## src/rtl/word_byte_tx_if.sv

```systemverilog
// Word-in / byte-out handshake bundle for the byte-stream load-port transmitter.
interface word_byte_tx_if #(
   parameter int unsigned WORD_BYTES = 8
);
   logic [WORD_BYTES*8-1:0] word_in;
   logic                    word_valid;
   logic                    word_ready;
   logic [7:0]              byte_out;
   logic                    byte_valid;
   logic                    byte_last;
   logic                    byte_ready;

   // Transmitter side: consumes words, produces the byte stream.
   modport master (
      input  word_in, word_valid, byte_ready,
      output word_ready, byte_out, byte_valid, byte_last
   );

   // Host/receiver side.
   modport slave (
      output word_in, word_valid, byte_ready,
      input  word_ready, byte_out, byte_valid, byte_last
   );
endinterface

```

## src/rtl/word_byte_tx.sv

```systemverilog
// Serializes one WORD_BYTES-byte word into a valid/ready byte stream with a last-byte marker,
// an optional post-frame idle gap, an abort flush and a wrapping completed-frame counter.
module word_byte_tx #(
   parameter int unsigned WORD_BYTES = 8,
   parameter bit          MSB_FIRST  = 1'b0,
   parameter int unsigned GAP_CYCLES = 0
) (
   input  logic                  clk,
   input  logic                  rst_n,
   input  logic                  i_abort,
   word_byte_tx_if.master        io_bus,
   output logic                  o_busy,
   output logic [7:0]            o_frame_count
);
   localparam int unsigned    WordW   = WORD_BYTES * 8;
   localparam int unsigned    IdxW    = $clog2(WORD_BYTES);
   localparam logic [IdxW-1:0] LastIdx = IdxW'(WORD_BYTES - 1);
   localparam logic [7:0]     GapInit = 8'(GAP_CYCLES);

   typedef enum logic [1:0] {
      StIdle = 2'd0,
      StSend = 2'd1,
      StGap  = 2'd2
   } state_e;

   state_e            r_state;
   state_e            w_state_nxt;
   logic [WordW-1:0]  r_shift;
   logic [IdxW-1:0]   r_idx;
   logic [7:0]        r_gap;
   logic [7:0]        r_frame_count;

   logic              w_word_ready;
   logic              w_accept;
   logic              w_last;
   logic              w_byte_hs;

   // Handshake qualifiers; abort suppresses both the word accept and byte handshakes.
   always_comb begin
      w_word_ready = (r_state == StIdle) && rst_n;
      w_accept     = w_word_ready && io_bus.word_valid && !i_abort;
      w_last       = (r_idx == LastIdx);
      w_byte_hs    = (r_state == StSend) && io_bus.byte_ready && !i_abort;
   end

   // State register.
   always_ff @(posedge clk) begin
      if (!rst_n) begin
         r_state <= StIdle;
      end else begin
         r_state <= w_state_nxt;
      end
   end

   // Next-state logic.
   always_comb begin
      w_state_nxt = r_state;
      unique case (r_state)
         StIdle: begin
            if (w_accept) w_state_nxt = StSend;
         end
         StSend: begin
            if (i_abort) begin
               w_state_nxt = StIdle;
            end else if (io_bus.byte_ready && w_last) begin
               w_state_nxt = (GAP_CYCLES == 0) ? StIdle : StGap;
            end
         end
         StGap: begin
            // Gap counter is loaded with GAP_CYCLES, so leaving at 1 gives exactly that many cycles.
            if (i_abort || (r_gap == 8'd1)) w_state_nxt = StIdle;
         end
         default: w_state_nxt = StIdle;
      endcase
   end

   // Datapath: shift register, byte index, gap counter and frame counter.
   always_ff @(posedge clk) begin
      if (!rst_n) begin
         r_shift       <= '0;
         r_idx         <= '0;
         r_gap         <= '0;
         r_frame_count <= '0;
      end else if (w_accept) begin
         r_shift <= io_bus.word_in;
         r_idx   <= '0;
      end else if (w_byte_hs) begin
         if (w_last) begin
            r_frame_count <= r_frame_count + 8'd1;
            r_gap         <= GapInit;
         end else begin
            r_shift <= MSB_FIRST ? (r_shift << 8) : (r_shift >> 8);
            r_idx   <= r_idx + IdxW'(1);
         end
      end else if ((r_state == StGap) && !i_abort) begin
         r_gap <= r_gap - 8'd1;
      end
   end

   // Outputs; byte_out is forced to zero outside SEND so idle/reset shows a clean bus.
   always_comb begin
      io_bus.word_ready = w_word_ready;
      io_bus.byte_valid = (r_state == StSend);
      io_bus.byte_last  = (r_state == StSend) && w_last;
      io_bus.byte_out   = '0;
      if (r_state == StSend) begin
         io_bus.byte_out = MSB_FIRST ? r_shift[WordW-1 -: 8] : r_shift[7:0];
      end
      o_busy        = (r_state != StIdle);
      o_frame_count = r_frame_count;
   end
endmodule

```

## src/flat_wrapper.sv

```systemverilog
// flat-port wrapper written by rule: the top's interface ports become plain ports
module word_byte_tx_flat 
#(
   parameter int unsigned WORD_BYTES = 8,
   parameter bit          MSB_FIRST  = 1'b0,
   parameter int unsigned GAP_CYCLES = 0
)
  (clk, rst_n, i_abort, o_busy, o_frame_count, io_bus_word_in, io_bus_word_valid, io_bus_byte_ready, io_bus_word_ready, io_bus_byte_out, io_bus_byte_valid, io_bus_byte_last);
  word_byte_tx_if #(.WORD_BYTES(WORD_BYTES)) io_bus_i ();
  input  logic clk;
  input  logic rst_n;
  input  logic i_abort;
  output logic o_busy;
  output logic [7:0] o_frame_count;
  input wire logic [$bits(io_bus_i.word_in)-1:0] io_bus_word_in;
  input wire logic [$bits(io_bus_i.word_valid)-1:0] io_bus_word_valid;
  input wire logic [$bits(io_bus_i.byte_ready)-1:0] io_bus_byte_ready;
  output wire logic [$bits(io_bus_i.word_ready)-1:0] io_bus_word_ready;
  output wire logic [$bits(io_bus_i.byte_out)-1:0] io_bus_byte_out;
  output wire logic [$bits(io_bus_i.byte_valid)-1:0] io_bus_byte_valid;
  output wire logic [$bits(io_bus_i.byte_last)-1:0] io_bus_byte_last;
  assign io_bus_i.word_in = io_bus_word_in;
  assign io_bus_i.word_valid = io_bus_word_valid;
  assign io_bus_i.byte_ready = io_bus_byte_ready;
  assign io_bus_word_ready = io_bus_i.word_ready;
  assign io_bus_byte_out = io_bus_i.byte_out;
  assign io_bus_byte_valid = io_bus_i.byte_valid;
  assign io_bus_byte_last = io_bus_i.byte_last;
  word_byte_tx #(.WORD_BYTES(WORD_BYTES), .MSB_FIRST(MSB_FIRST), .GAP_CYCLES(GAP_CYCLES)) u_core (.clk(clk), .rst_n(rst_n), .i_abort(i_abort), .io_bus(io_bus_i), .o_busy(o_busy), .o_frame_count(o_frame_count));
endmodule
```

## config.mk

```make
export PLATFORM = sky130hd
export DESIGN_NAME = word_byte_tx_flat
export DESIGN_NICKNAME = d
export VERILOG_FILES = /design/src/rtl/word_byte_tx_if.sv /design/src/rtl/word_byte_tx.sv /design/src/flat_wrapper.sv
export SDC_FILE = /design/constraint.sdc
export NUM_CORES = 1
export LEC_CHECK = 0
export ABC_CLOCK_PERIOD_IN_PS = 2400
export CAP_MARGIN = 5
export CORE_ASPECT_RATIO = 0.6
export CORE_MARGIN = 1.5
export CORE_UTILIZATION = 45
export DETAILED_ROUTE_END_ITERATION = 10
export GPL_TIMING_DRIVEN = 0
export PLACE_DENSITY = 0.83
export SLEW_MARGIN = 40
export SYNTH_ARGS = -nofsm -noshare
export SYNTH_HDL_FRONTEND = slang
export SYNTH_SLANG_ARGS = --single-unit
```

## constraint.sdc

```tcl
create_clock -name clk -period 2.4 [get_ports clk]
set_clock_uncertainty 0.2 [all_clocks]
set_input_delay 0.48 -clock clk [delete_from_list [all_inputs] [get_ports clk]]
set_output_delay 0.48 -clock clk [all_outputs]
set_load 0.1 [all_outputs]
```

* After elaboration in Yosys (flattened, before gate mapping)
Cells that the tools add are included.
Operators by class: add/subtract/negate cells 3, equal/unequal tests 9, multiplexer cells 12, bitwise operators 3, reductions and logical operators 20
Operators by type and width (count):
- 64-bit 2-to-1 mux | 3
- 8-bit 2-to-1 mux | 4
- 3-bit AND reduction | 3
- 8-bit by 1-bit adder with 8-bit output (second input constant) | 1
- 8-bit by 1-bit equality test with 1-bit output (second input constant) | 1
- 1-bit logical AND | 8
- 2-bit 2-to-1 mux | 4
- 2-bit by 1-bit inequality test with 1-bit output (second input constant) | 4
- 8-bit by 1-bit subtractor with 8-bit output (second input constant) | 1
- 2-bit case mux with 3 select lines | 1
- 2-bit nonzero test | 3
- 2-bit AND reduction | 2
- 3-bit by 1-bit adder with 3-bit output (second input constant) | 1
- 3-bit equality test (second input constant) | 1
- 3-bit by 2-bit inequality test with 1-bit output (second input constant) | 1
- 1-bit inverter | 3
- 2-bit by 1-bit equality test with 1-bit output (second input constant) | 1
- 2-bit equality test (second input constant) | 1
- 2-bit logical NOT | 1
- 2-bit OR reduction | 1
- 1-bit logical NOT | 1
- 1-bit logical OR | 1
Storage, ports and cells: register bits after elaboration 85, input port bits 69

* Depth between registers and ports, before layout
depth in word-level cells 6, depth in mapped cells 8

* Worst setup path after synthesis
OpenSTA, ideal clock, no wires.
kind reg-to-output, start register u_core.r_state[0], end output port io_bus_word_ready, arrival 2244 ps, data required time 1720 ps, slack -524 ps, stages on the path, launching flop included 3, cell sequence dfxtp_1 clkbuf_1 nor2_1
Between the ends: cells in the longest elaborated chain, start to end 2
Ends and longest elaborated chain:
- start, declared | RTL line word_byte_tx.sv:26 | state_e r_state;
- start signal, assigned | RTL line word_byte_tx.sv:49 | r_state <= StIdle;
- start signal, assigned | RTL line word_byte_tx.sv:51 | r_state <= w_state_nxt;
- 2-bit logical NOT | RTL line word_byte_tx.sv:40 | w_word_ready = (r_state == StIdle) && rst_n;
- 1-bit logical AND | RTL line word_byte_tx.sv:40
- end, declared | RTL line flat_wrapper.sv:18 | output wire logic [$bits(io_bus_i.word_ready)-1:0] io_bus_word_ready;
No other way between the ends.

* Worst setup path in the final report
start input port rst_n, end output port io_bus_word_ready
Between the ends: cells in the longest elaborated chain, start to end 1
Ends and longest elaborated chain:
- start, declared | RTL line flat_wrapper.sv:11 | input logic rst_n;
- 1-bit logical AND | RTL line word_byte_tx.sv:40
No other way between the ends.

==> run_results.csv <==
group,metric,value,unit
clock_network,cts_buffer_depth,2,
clock_network,cts.sinks,76,
timing,rsz0062_at_grt,"false",
worst_setup_path,cpPeakStageDelay,0.49,ns
finish,final_cells,574,
floorplanning,dieArea,0.00767,sq mm
yosys,netlist_area,0.00321,sq mm
floorplanning,core,0.00679,sq mm
timing,post-route-period-util,98.1,%
yosys,ys_types,28,
status,outcome,"finished with violations",
yosys,synthCells,383,
clock_network,cts_buffers,9,
finish,multi_input_area,0.00151,sq mm
worst_setup_path,path_cells,"clkdlybuf4s50_1, clkbuf_4, clkinvlp_4, nor2_2, buf_6",
worst_hold_path,hold_class,"register to register",
worst_setup_path,critPathKind,"input port to output pin",
floorplanning,fp.dieH,68.5,um
finish,nets,555,
power,ir_drop,0.302,mV
job,max-cap-violations,0,
routing,drt_pass1_iterations,9,
clock_network,clk_root_buffer_cell,"clkbuf_16",
worst_setup_path,critPathBufInv,4,
place,pre_cts_ws,-0.409,ns
yosys,synth_compound_area_share,25.1,%
finish,seqCellArea,0.00152,sq mm
timing,slew_violations,0,
place,dp_cells,558,
routing,wl_per_cell,17.3,um
routing,via_per_inst,5.98,
clock_network,htreeDepth,3,
timing,clock.fmax,425,MHz
timing,final_hold_viol_count,0,
worst_setup_path,cp-start-kind,"input port",
grt,grt_max_degree,13,
floorplanning,io-pin-count,89,
worst_setup_path,crit_slowest_cell,"clkdlybuf4s50_1",
floorplanning,start_util,47.3,%
place,port_buffers,88,
yosys,netlist_top_cells_area,"dfxtp_1 (47%), a22oi_1 (9.3%), a21oi_1 (8.7%), nand3_1 (7.9%), nand2_1 (5.5%)",
status,violations,"design-rule violations",
routing,post-route-drc-count,14,
clock_network,tritoncts,"built",
clock_network,clkLatencyLatePin,0.33,ns
power,leakagePower,1.61,nW
timing,worst_hold_slack,0.263,ns
place,hpwl,7.21,mm
timing,finalSetupTns,0,ns
timing,setup_slack,0.0446,ns
power,powerDensity,713,mW/mm^2
timing,fin_crit,2.36,ns
grt,antenna_found_initial,0,
finish,antenna_cells,0,
floorplanning,die_x,112,um
timing,relSlewSlack,64.9,%
yosys,avgSynthCellArea,8.39,sq um
grt,first_global_vias,3122,
worst_setup_path,arrival,1.68,ns
routing,vias,3432,
finish,final_common_cell,"dfxtp_1",
routing,drt-total-wl,9.95,mm
yosys,synth.area.mux_share,0.312,%
place,place.gp.congestion,0.850,
finish,area_growth,40.3,%
worst_setup_path,cp_top_family,"buffers and inverters",
yosys,synth.top_cell.area_share,47.4,%
finish,fillCellCount,551,
finish,drive_above_1_share,14.8,%
yosys,synth_top_family_by_area,"compound AO/OA/AOI/OAI gates",
worst_setup_path,required,1.72,ns
worst_setup_path,end_kind,"output pin",
grt,grt_pass1_wl,15.4,mm
timing,worstMarginPinSlew,0.526,ns
floorplanning,fp-row-count,23,
place,placedInstanceArea,0.00412,sq mm
yosys,postSynthNetCount,456,
routing,ant_nets,0,
routing,drt_iter0_drc,307,
finish,final_cell_mix,"dfxtp_1 (75), clkdlybuf4s50_1 (68), a21oi_1 (56)",
clock_network,cts.clk_slew.worst_paths,0.06,ns
grt,grt-ovfl-total,0,
yosys,yosysWarnings,0,
finish,fin_area,0.00451,sq mm
yosys,synth-xor-area-share,0.545,%
yosys,synth-simple-area-share,19.0,%
yosys,seq_area_frac_synth,47.4,%
yosys,yosysTopAreaCell,"dfxtp_1",
yosys,synth_fa_ha_area_share,1.56,%
clock_network,hold_buffers,0,
grt,grt_use_total,26.5,%
worst_setup_path,critPathMaxFanout,10,
timing,finalSetupViolations,0,
yosys,ys_ff_latch,76,
## tightest hold or removal path: cells and delay by family, from the launching register on
family	cells	cell delay, ns
AOI/OAI and AO/OA	1	0.06
DFF	1	0.30
and+or+nand+nor	1	0.06
## logic make-up after synthesis
family                     count (synthesis)
AOI/OAI and AO/OA                        135
xor gates and xnor gates                   2
adders and majority gates                  4
buffers and inverters                     41
DFF                                       76
muxes                                      1
and+or+nand+nor                          124
## path summary, 6_finish.rpt
check                                  from                              end  slack, ns  cells after the start
min          u_core.r_shift[5]$_SDFFE_PN0P_   u_core.r_shift[5]$_SDFFE_PN0P_       0.26                      2
max                                   rst_n                io_bus_word_ready       0.04                      5
min reg2reg  u_core.r_shift[5]$_SDFFE_PN0P_   u_core.r_shift[5]$_SDFFE_PN0P_       0.26                      2
max reg2reg    u_core.r_idx[0]$_SDFFE_PP0P_  u_core.r_shift[24]$_SDFFE_PN0P_       0.21                      7
## state kept, by name, indices dropped and copies added, names as in the netlist
name	cells
u_core.o_frame_count	8
u_core.r_state	1
u_core.r_shift	64
u_core.r_idx	3
## power breakdown
part           switching, mW  leakage, nW  internal, mW  total (mW)
Clock                  0.507        0.173          1.07        1.58
Sequential            0.0253        0.617          1.30        1.33
Combinational          0.155        0.823         0.154       0.308
## per-layer routing
| layer | global-route usage [%] | wire length, um | vias to the layer above |
|---|---|---|---|
| met5 | 0 | 0 | - |
| met4 | 9.18 | 121 | 0 |
| met3 | 6.29 | 840 | 17 |
| met2 | 43.3 | 4380 | 175 |
| met1 | 35.0 | 4610 | 1642 |
| li1 | - | - | 1598 |
## stage by stage
stage | total power [mW] | util (%)
after floorplan | 1.49 | -
after global placement | 1.65 | 62.1
after detailed placement | 1.65 | 60.6
after CTS | 3.22 | 66.0
after global routing | 3.30 | 66.4
final | 3.22 | 66.4
## Yosys cell counts
library cell / number
o2bb2ai_1: 1
inv_1: 2
clkbuf_1: 15
nor3_1: 1
nor2_1: 4
or4_1: 3
nand4_1: 1
ha_1: 4
a22oi_1: 40
clkbuf_2: 1
and4bb_1: 2
buf_2: 17
dfxtp_1: 76
mux2i_1: 1
xnor2_1: 1
a21oi_1: 56
a31oi_1: 16
xor2_1: 1
buf_1: 1
buf_4: 5
or3_1: 3
o21ai_0: 19
and2_1: 9
nand2_1: 47
nand4bb_1: 2
nand3_1: 51
nand4b_1: 1
o31ai_1: 3
## area by class of cell
class	count	share of cell area, %
well taps	87	2.42
clock inverters	4	2.11
plain buffers	38	4.19
inverters	2	0.250
flip-flops and latches	76	33.8
repair buffers	89	18.1
multi-input cells	266	33.5
clock buffers	12	5.69
## repair_timing
item | in CTS | in global routing
setup buffers | 1 | 0
resized for setup | 3 | 14
setup endpoints to repair | 1 | 29
No activity file was read; power rests on OpenSTA's default activity.
